[src/rtl/hififo_test_pkg.sv]
// ============================================================================
// Package     : hififo_test_pkg
// Description : Shared register offsets, ctrl bit indices and generator state
//               encoding for the hififo test-pattern source/sink.
// Revision    : 1.0 - initial release
// ============================================================================
`default_nettype none

package hififo_test_pkg;

    // Register word offsets relative to PIO_BASE
    localparam logic [1:0] REG_CTRL = 2'd0;
    localparam logic [1:0] REG_SEED = 2'd1;
    localparam logic [1:0] REG_LEN  = 2'd2;
    localparam logic [1:0] REG_CLR  = 2'd3;

    // ctrl register bit positions
    localparam int CTRL_GEN   = 0;
    localparam int CTRL_LOOP  = 1;
    localparam int CTRL_CHECK = 2;

    // Generator state encoding
    typedef enum logic [0:0] {
        IDLE = 1'b0,
        GEN  = 1'b1
    } gen_state_e;

endpackage : hififo_test_pkg

`default_nettype wire

[src/rtl/hififo_seq_checker.sv]
// ============================================================================
// Module      : hififo_seq_checker
// Description : Sequence checker for the fpc stream. Tracks the expected
//               counter value, resyncs on mismatch and keeps a saturating
//               mismatch count.
// Revision    : 1.0 - initial release
// ============================================================================
`default_nettype none

module hififo_seq_checker (
    input  logic        clock,
    input  logic        reset_n,
    input  logic        enable_i,
    input  logic        consume_i,
    input  logic [63:0] data_i,
    input  logic        seed_load_i,
    input  logic [63:0] seed_i,
    input  logic        clear_i,
    output logic [31:0] error_count_o
);

    logic [63:0] expected_q;
    logic [31:0] err_cnt_q;
    logic        compare_w;
    logic        mismatch_w;

    // A seed load in the same cycle as a consumed word suppresses the compare
    assign compare_w  = enable_i && consume_i && !seed_load_i;
    assign mismatch_w = compare_w && (data_i != expected_q);

    // Expected-value tracking with resync after a mismatch
    always_ff @(posedge clock) begin
        if (!reset_n) begin
            expected_q <= 64'd0;
        end else if (seed_load_i) begin
            expected_q <= seed_i;
        end else if (mismatch_w) begin
            expected_q <= data_i + 64'd1;
        end else if (compare_w) begin
            expected_q <= expected_q + 64'd1;
        end
    end

    // Saturating mismatch counter; a clear beats a simultaneous mismatch
    always_ff @(posedge clock) begin
        if (!reset_n) begin
            err_cnt_q <= 32'd0;
        end else if (clear_i) begin
            err_cnt_q <= 32'd0;
        end else if (mismatch_w && (err_cnt_q != 32'hFFFF_FFFF)) begin
            err_cnt_q <= err_cnt_q + 32'd1;
        end
    end

    assign error_count_o = err_cnt_q;

endmodule : hififo_seq_checker

`default_nettype wire

[src/rtl/hififo_test_pattern.sv]
// ============================================================================
// Module      : hififo_test_pattern
// Description : Test-pattern source/sink on the hififo_pcie channel-0 user
//               FIFO ports: counting generator, fpc->tpc loopback and fpc
//               sequence checker, all controlled through PIO writes.
// Revision    : 1.0 - initial release
// ============================================================================
`default_nettype none

module hififo_test_pattern
    import hififo_test_pkg::*;
#(
    parameter logic [12:0] PIO_BASE = 13'd16
) (
    input  logic        clock,
    input  logic        reset_n,
    input  logic        pio_write_valid,
    input  logic [63:0] pio_write_data,
    input  logic [12:0] pio_address,
    output logic [63:0] tpc_data,
    output logic        tpc_write,
    input  logic        tpc_ready,
    input  logic [63:0] fpc_data,
    output logic        fpc_read,
    input  logic        fpc_valid,
    output logic [31:0] error_count,
    output logic        gen_busy,
    output logic [3:0]  led
);

    logic [12:0] addr_off_w;
    logic        addr_hit_w;
    logic        ctrl_wr_w;
    logic        seed_wr_w;
    logic        len_wr_w;
    logic        clr_wr_w;
    logic        gen_mode_w;
    logic        loop_mode_w;
    logic        consume_w;

    gen_state_e  state_q;
    logic [2:0]  ctrl_q;
    logic [31:0] length_q;
    logic [31:0] remaining_q;
    logic        pending_q;
    logic [63:0] gen_value_q;
    logic [63:0] tpc_data_q;
    logic        tpc_write_q;
    logic        fpc_read_q;

    // Register window decode: the offset must fall in 0..3 above PIO_BASE
    assign addr_off_w  = pio_address - PIO_BASE;
    assign addr_hit_w  = pio_write_valid && (pio_address >= PIO_BASE) && (addr_off_w[12:2] == 11'd0);
    assign ctrl_wr_w   = addr_hit_w && (addr_off_w[1:0] == REG_CTRL);
    assign seed_wr_w   = addr_hit_w && (addr_off_w[1:0] == REG_SEED);
    assign len_wr_w    = addr_hit_w && (addr_off_w[1:0] == REG_LEN);
    assign clr_wr_w    = addr_hit_w && (addr_off_w[1:0] == REG_CLR);

    // Loopback takes priority over the generator
    assign loop_mode_w = ctrl_q[CTRL_LOOP];
    assign gen_mode_w  = ctrl_q[CTRL_GEN] && !ctrl_q[CTRL_LOOP];
    assign consume_w   = fpc_read_q && fpc_valid;

    // Control registers, generator FSM and registered FIFO-side outputs
    always_ff @(posedge clock) begin
        if (!reset_n) begin
            state_q     <= IDLE;
            ctrl_q      <= 3'd0;
            length_q    <= 32'd0;
            remaining_q <= 32'd0;
            pending_q   <= 1'b0;
            gen_value_q <= 64'd0;
            tpc_data_q  <= 64'd0;
            tpc_write_q <= 1'b0;
            fpc_read_q  <= 1'b0;
        end else begin
            if (ctrl_wr_w) begin
                ctrl_q <= pio_write_data[2:0];
            end
            if (len_wr_w) begin
                length_q <= pio_write_data[31:0];
            end

            tpc_write_q <= 1'b0;

            // fpc side: follow tpc slack in loopback, drain freely when only checking
            if (loop_mode_w) begin
                fpc_read_q  <= tpc_ready;
                tpc_write_q <= consume_w;
                if (consume_w) begin
                    tpc_data_q <= fpc_data;
                end
            end else begin
                fpc_read_q <= ctrl_q[CTRL_CHECK];
            end

            case (state_q)
                IDLE: begin
                    if (gen_mode_w && pending_q) begin
                        state_q     <= GEN;
                        pending_q   <= 1'b0;
                        remaining_q <= length_q;
                    end
                end
                GEN: begin
                    if (!gen_mode_w) begin
                        state_q <= IDLE;
                    end else if (tpc_ready) begin
                        tpc_write_q <= 1'b1;
                        tpc_data_q  <= gen_value_q;
                        gen_value_q <= gen_value_q + 64'd1;
                        // Length 0 runs forever; otherwise stop after the last word
                        if (length_q != 32'd0) begin
                            remaining_q <= remaining_q - 32'd1;
                            if (remaining_q == 32'd1) begin
                                state_q <= IDLE;
                            end
                        end
                    end
                end
                default: state_q <= IDLE;
            endcase

            // A new request placed after the FSM so it is never lost to a start
            if (ctrl_wr_w || len_wr_w) begin
                pending_q <= 1'b1;
            end
            // Seed overrides any increment in the same cycle
            if (seed_wr_w) begin
                gen_value_q <= pio_write_data;
            end
        end
    end

    hififo_seq_checker u_chk (
        .clock         (clock),
        .reset_n       (reset_n),
        .enable_i      (ctrl_q[CTRL_CHECK]),
        .consume_i     (consume_w),
        .data_i        (fpc_data),
        .seed_load_i   (seed_wr_w),
        .seed_i        (pio_write_data),
        .clear_i       (clr_wr_w),
        .error_count_o (error_count)
    );

    assign tpc_data  = tpc_data_q;
    assign tpc_write = tpc_write_q;
    assign fpc_read  = fpc_read_q;
    assign gen_busy  = (state_q == GEN);
    assign led       = {(error_count != 32'd0), gen_busy, ctrl_q[1:0]};

endmodule : hififo_test_pattern

`default_nettype wire

[config.mk]
export PLATFORM = sky130hd
export DESIGN_NAME = hififo_test_pattern
export DESIGN_NICKNAME = d
export VERILOG_FILES = /design/src/rtl/hififo_test_pkg.sv /design/src/rtl/hififo_seq_checker.sv /design/src/rtl/hififo_test_pattern.sv
export SDC_FILE = /design/constraint.sdc
export NUM_CORES = 1
export LEC_CHECK = 0
export BUFFER_PORTS_ARGS = -buffer_cell sky130_fd_sc_hd__clkbuf_2
export CAP_MARGIN = 20
export CORE_MARGIN = 5
export CORE_UTILIZATION = 50
export CTS_BUF_LIST = sky130_fd_sc_hd__clkbuf_8
export DETAILED_ROUTE_END_ITERATION = 8
export PLACE_DENSITY = 0.77
export SLEW_MARGIN = 10
export SYNTH_ARGS = -nofsm -noshare
export SYNTH_HDL_FRONTEND = slang
export SYNTH_SLANG_ARGS = --single-unit
[constraint.sdc]
create_clock -name clock -period 6.4 [get_ports clock]
set_input_delay 0.32 -clock clock [delete_from_list [all_inputs] [get_ports clock]]
set_output_delay 0.32 -clock clock [all_outputs]
set_load 0.01 [all_outputs]
## Yosys cells after proc, flatten, opt, wreduce, memory -nomap -nowiden

Cells that the tools add are included.

| storage, ports and cells | value |
|---|---|
| register bits after elaboration | 295 |
| output and inout port bits | 103 |
| bits of input ports | 146 |
| word-level logic and storage cells | 91 |

| cells by class | value |
|---|---|
| $lt $le $gt $ge | 1 |
| reduce and logical (&&, ||, !) cells | 29 |
| mux-type cells | 31 |
| add/sub/neg operators | 6 |
| bitwise gates (word level) | 2 |
| eq/ne operators | 11 |

Operator list:

| kind | number |
|---|---|
| $mux 64 | 12 |
| $add 64x1->64 const B | 3 |
| $mux 32 | 4 |
| $ne 64x64->1 | 1 |
| $pmux 32 s2 | 1 |
| $reduce_bool 32->1 | 2 |
| $add 32x1->32 const B | 1 |
| $eq 32x1->1 const B | 1 |
| $ne 32x32->1 const B | 1 |
| $sub 32x1->32 const B | 1 |
| $ge 13x5->1 const B | 1 |
| $logic_and 1x1->1 | 13 |
| $mux 1 | 13 |
| $sub 13x5->13 const B | 1 |
| $logic_not 11->1 | 1 |
| $reduce_bool 2->1 | 4 |
| $ne 2x2->1 const B | 3 |
| $eq 2x2->1 const B | 2 |
| $ne 2x1->1 const B | 2 |
| $reduce_and 4->1 | 1 |
| $reduce_and 3->1 | 1 |
| $reduce_bool 3->1 | 1 |
| $eq 2x1->1 const B | 1 |
| $logic_not 1->1 | 2 |
| other kinds (6) | 7 |

## Logic depth before layout (Yosys ltp)

| logic depth | value |
|---|---|
| word-level depth | 9 |
| depth in mapped cells | 20 |
| gate-level depth less buffers | 16 |

## Cells and area by module

Synthesis repeated with hierarchy kept, for this count alone.

| second synthesis, totals | value |
|---|---|
| cells, all modules | 2584 |
| area total of the unflattened synthesis | 19297.3 sq um |

Modules (own cells, without submodules):

| module | seq. area each (sq um) | cells each | area each (sq um) | instances |
|---|---|---|---|---|
| hififo_test_pattern | 3983.8 | 1346 | 10552.6 | 1 |
| hififo_seq_checker | 1921.8 | 1238 | 8744.6 | 1 |

## Least setup slack after synthesis

OpenSTA, ideal clock, no wires.

| timing path | value |
|---|---|
| kind | input to register |
| start | input port pio_address[11] |
| end | register u_chk.expected_q[52] |
| path slack | 1.743 ns |
| cell stages on the path | 19 |
| buffers on the path | 3 |
| arrival | 4.571 ns |
| setup time | 0.086 ns |
| required time | 6.314 ns |
| cells stage by stage | nor4_1 -> nand3_1 -> or3b_1 -> nand2_2 -> nor2_1 -> buf_1 -> clkbuf_1 -> mux2_2 -> ha_1 -> and2_1 -> clkbuf_1 -> nand3_1 -> nor4_4 -> and3_1 -> o21ai_2 -> a222oi_1 -> o211ai_1 -> xnor2_1 -> a211oi_1 |

| between the ends | value |
|---|---|
| longest elaborated chain between the ends | 9 |
| elaborated cells on any way between the ends | 12 |
| classes of those cells | add/sub: 1; order compare: 1; mux: 2; reduce/logical: 8 |

Ends and longest elaborated chain:

| element | RTL line | RTL |
|---|---|---|
| start, declared | hififo_test_pattern.sv:19 | `input logic [12:0] pio_address,` |
| $sub 13x5->13 or $ge 13x5->1 (tied branches) | hififo_test_pattern.sv:52, hififo_test_pattern.sv:53 |  |
| $logic_not 11->1 or $logic_and 1x1->1 (tied branches) | hififo_test_pattern.sv:53 | `assign addr_hit_w = pio_write_valid && (pio_address >= PIO_BASE) && (addr_off_w[12:2] == 11'd0);` |
| $logic_and 1x1->1 * | hififo_test_pattern.sv:53 |  |
| $logic_and 1x1->1 * | hififo_test_pattern.sv:55 | `assign seed_wr_w = addr_hit_w && (addr_off_w[1:0] == REG_SEED);` |
| $logic_not 1->1 | hififo_seq_checker.sv:28 | `assign compare_w = enable_i && consume_i && !seed_load_i;` |
| $logic_and 1x1->1 | hififo_seq_checker.sv:28 |  |
| $logic_and 1x1->1 | hififo_seq_checker.sv:29 | `assign mismatch_w = compare_w && (data_i != expected_q);` |
| $mux 64 | hififo_seq_checker.sv:37 | `end else if (mismatch_w) begin` |
| $mux 64 | hififo_seq_checker.sv:35 | `end else if (seed_load_i) begin` |
| end signal, assigned | hififo_seq_checker.sv:36 | `expected_q <= seed_i;` |
| end signal, assigned | hififo_seq_checker.sv:38 | `expected_q <= data_i + 64'd1;` |
| end signal, assigned | hififo_seq_checker.sv:40 | `expected_q <= expected_q + 64'd1;` |
| end, declared | hififo_seq_checker.sv:22 | `logic [63:0] expected_q;` |

Every way passes the cells marked *; elsewhere a longest branch is shown, timed or not.
A chain may end at the register's enable or synchronous reset.

## Worst setup path in the final report

| timing path | value |
|---|---|
| start | register u_chk.expected_q[36] |
| end | register u_chk.expected_q[60] |

| between the ends | value |
|---|---|
| longest elaborated chain between the ends | 4 |
| elaborated cells on any way between the ends | 7 |
| classes of those cells | add/sub: 1; eq/ne: 1; mux: 3; reduce/logical: 2 |

Ends and longest elaborated chain:

| element | RTL line |
|---|---|
| $add 64x1->64 or $ne 64x64->1 (tied branches) | hififo_seq_checker.sv:40, hififo_seq_checker.sv:29 |
| $mux 64 or $logic_and 1x1->1 (tied branches) | hififo_seq_checker.sv:39, hififo_seq_checker.sv:29 |
| $mux 64 | hififo_seq_checker.sv:37 |
| $mux 64 | hififo_seq_checker.sv:35 |

Parallel ways exist; a longest one is shown, timed or not. The select of a mux whose other input is x is not followed.

==> results.md <==
* Post-synthesis sequential area ratio at 33.2%
* Achievable frequency at 0.207 GHz
* Syn Inst Count at 2276
* Yosys Warn Count at 0
* R2R cell count at 17
* Max cap viols at 0
* CP Capture Type: flip-flop
* First-pass GRT wire length at 98700 um
* I/O Pins at between 200 and 250
* CTS sink count at 295
* Pin count of the biggest net entering global routing at between 70 and 80
* # port buffers at 248
* Worst Path Max Fanout at 12
* Ys async rst share at 0%
* Min-delay src: pio_write_data[57]
* Minimum clock period at 4.83 ns
* Pins Over Slew Limit at 0
* Final setup vio count at 0
* Setup_tns at 0 ns
* Area leader, netlist: dfxtp_1
* Layout cell share with drive strength beyond 1 at 16.8%
* CP required at 6.94 ns
* Mapped Area at 17800 um2
* Clock Skew at about 0.021 ns
* Largest family of logic cells by synthesized area: simple AND/OR/NAND/NOR gates
* Setup crit start: u_chk.expected_q[36]
* Worst slack, placed at 1.63 ns
* Mux contribution to synthesized area at roughly 7.4%
* Die Y-Extent at 199 um
* CTS tree: yes
* Pleak at 8.08 nW
* Core footprint at 35400 um2
* Setup Buffers After CTS at 0
* EDFF count, synth at 0
* Remaining antenna violation count at 0
* Worst r2r src: u_chk.expected_q[36]
* TritonRoute pass-1 iters at 5
* Area delta synth->final at 17.0%
* GRT Util Overall at between 30% and 40%
* Crit share post-route at about three quarters
* Synth Flop Type: dfxtp_1
* Post-DP HPWL at 44800 um
* Synthesized-area fraction occupied by adder cells at less than 1%
* Complex-gate fraction of the synthesized area at 21.6%
* Die area at 39500 um2
* Class of the worst hold path: primary input to flip-flop
* Max VDD drop at 0.157 mV
* Final Util at 58.9%
* Slew headroom at 21.2%
* TritonCTS Buffers at between 50 and 60
* XOR/XNOR share of the synthesized area at ~8.6%
* RSZ-0062 raised after global routing: false
* Worst slew pin tran at roughly 1.2 ns
* Vias per Instance at 6.33
* Critical Setup Path Class: flip-flop to flip-flop
* Antenna violations before repair at 5
* Vias post-DR at 18897
* Vias in the first global route at 17976
* Power Density at 196 nW/um2
* CP Data Arrival Time at 5.37 ns
* Hold path cells at 3
* DRC violations left at 0
* Clock tree buffer depth at 3
* Die width at 199 um
* Syn_nets at 2428
* Yosys cell types at 86
* Detailed Route WL at ~64000 um
* Synth Area in Simple Gates at 24.3%
* Clock slew at reported path FFs at 0.06 ns
* Post-Syn Area per Cell at 7.83 um2
* Final hold violation count at 0
* Synth area leaders: dfxtp_1 (33%), mux2i_1 (6.2%), a21oi_1 (5.0%), xnor2_1 (4.9%), nor2_1 (4.9%)
* Worst-Skew Late Latency at 0.64 ns
* # rows at 69
* Fillers at 3250
* Avg WL per Cell at 21.3 um
* Startpoint Class: flip-flop
* DRT iter0 DRCs at 1853
* Routability-driven placement congestion ratio at roughly 0.95
* Outcome: finished clean
* Initial Util at 50.3%
* Area share of the largest cell type after synthesis at ~33%
* Synth Register Bits at just under 300
* Worst setup margin at 1.57 ns
* Total global routing overflow at 0
* H-tree depth at 2
* Root buffer cell: clkbuf_8
* NumNets Final at 2630
sequential cells by signal (all words and copies together), names as in the netlist:
signal               count
fpc_read                 1
u_chk.expected_q        64
tpc_data                64
pending_q                1
tpc_write                1
u_chk.error_count_o     32
gen_value_q             64
ctrl_q                   3
length_q                32
gen_busy                 1
remaining_q             32
per-layer routing:
| layer | share of wire, % | global-route usage [%] | wire length, um | vias up |
|---|---|---|---|---|
| li1 | - | - | - | 8787 |
| met1 | 42 | 41.7 | 26700 | 8999 |
| met2 | 45 | 48.6 | 28800 | 901 |
| met3 | 8.3 | 5.67 | 5290 | 200 |
| met4 | 4.1 | 13.4 | 2630 | 10 |
| met5 | 0.090 | 0 | 57 | - |
through the flow:
stage	hold WS (ns)	std cells	total power [mW]	cell area [um2]
floorplan	0.428	2276	1.95	17800
global placement	0.459	2840	2.07	19200
detailed placement	0.467	2841	2.07	19200
CTS	0.00555	2982	4.12	20800
global route	0.0408	2984	4.22	20800
finish	0.0503	2985	4.09	20800
critical path, cell delays in order, from the launching register on:
cell,delay [ns]
dfxtp_1,0.37
xnor2_1,0.39
nand4_1,0.18
nor4_1,0.36
and4_1,0.35
nor2_4,0.12
mux2_2,0.27
ha_1,0.27
and2_1,0.34
nand3_1,0.32
nor4_4,0.29
and3_1,0.25
o21ai_2,0.11
a222oi_1,0.34
buf_4,0.24
nand4_1,0.12
xnor2_1,0.18
a211oi_1,0.24
timing repair:
item	4_1_cts	5_1_grt
hold buffers	40	0
hold endpoints to repair	63	0
resized for setup	0	0
endpoints found under the setup margin	0	0
synth_stat cells (24+ instances only):
master,n
nor2_1,231
xnor2_1,100
nand3_1,100
o21ai_0,115
inv_1,24
buf_2,36
nor3_1,43
and2_1,26
dfxtp_1,295
mux2i_1,111
and4_1,30
xor2_1,75
a31oi_1,30
a211oi_1,103
clkbuf_1,111
nor4_1,31
nand4_1,69
nand2_1,228
and3_1,49
a21oi_1,179
where the power goes:
| part | switching, mW | internal [mW] | total, mW |
|---|---|---|---|
| sequential | 0.000124 | 1.84 | 1.84 |
| clock | 0.872 | 1.16 | 2.04 |
| combinational | 0.141 | 0.0766 | 0.217 |
| total | 1.01 | 3.08 | 4.09 |
logic make-up after synthesis:
family / after synthesis
compound gates: 599
flops: 295
simple gates: 874
mux: 129
buf+inv: 198
fa+ha+maj: 6
xor+xnor: 175
cells in the final DEF (no fill, tap or decap), drive strengths merged, types with 9 or more instances in the layout:
master / netlist / final
a211oi: 104 / 104
a21oi: 179 / 179
a31oi: 30 / 30
a41oi: 12 / 12
and2: 26 / 26
and3: 49 / 49
and4: 30 / 30
buf: 57 / 30
clkbuf: 116 / 320
clkinv: 0 / 10
dfxtp: 295 / 295
dlygate4sd3: 0 / 40
inv: 25 / 36
mux2: 18 / 18
mux2i: 111 / 111
nand2: 229 / 229
nand3: 100 / 100
nand4: 70 / 70
nor2: 232 / 232
nor3: 44 / 44
nor4: 33 / 33
o2111ai: 15 / 15
o211ai: 21 / 21
o21a: 12 / 12
o21ai: 120 / 120
o21bai: 9 / 9
o22ai: 12 / 12
o31ai: 12 / 12
or3: 17 / 17
or4: 10 / 10
xnor2: 100 / 100
xor2: 75 / 75
final timing paths:
kind | slack (ns) | endpoint
max | 1.57 | u_chk.expected_q[60]
min | 0.05 | gen_value_q[57]
max reg2reg | 1.57 | u_chk.expected_q[60]
min reg2reg | 0.48 | length_q[18]
layout make-up:
class	count	area, um2	share of cell area (%)
repair buffers	319	1890	9.06
clock buffers	71	977	4.69
multi-input cells	1783	11100	53.4
flip-flops and latches	295	5910	28.3
inverters	25	96.3	0.462
well taps	461	577	2.77
diodes	1	2.50	0.0120
clock inverters	30	260	1.25
Power figures use the tool's default switching activity.
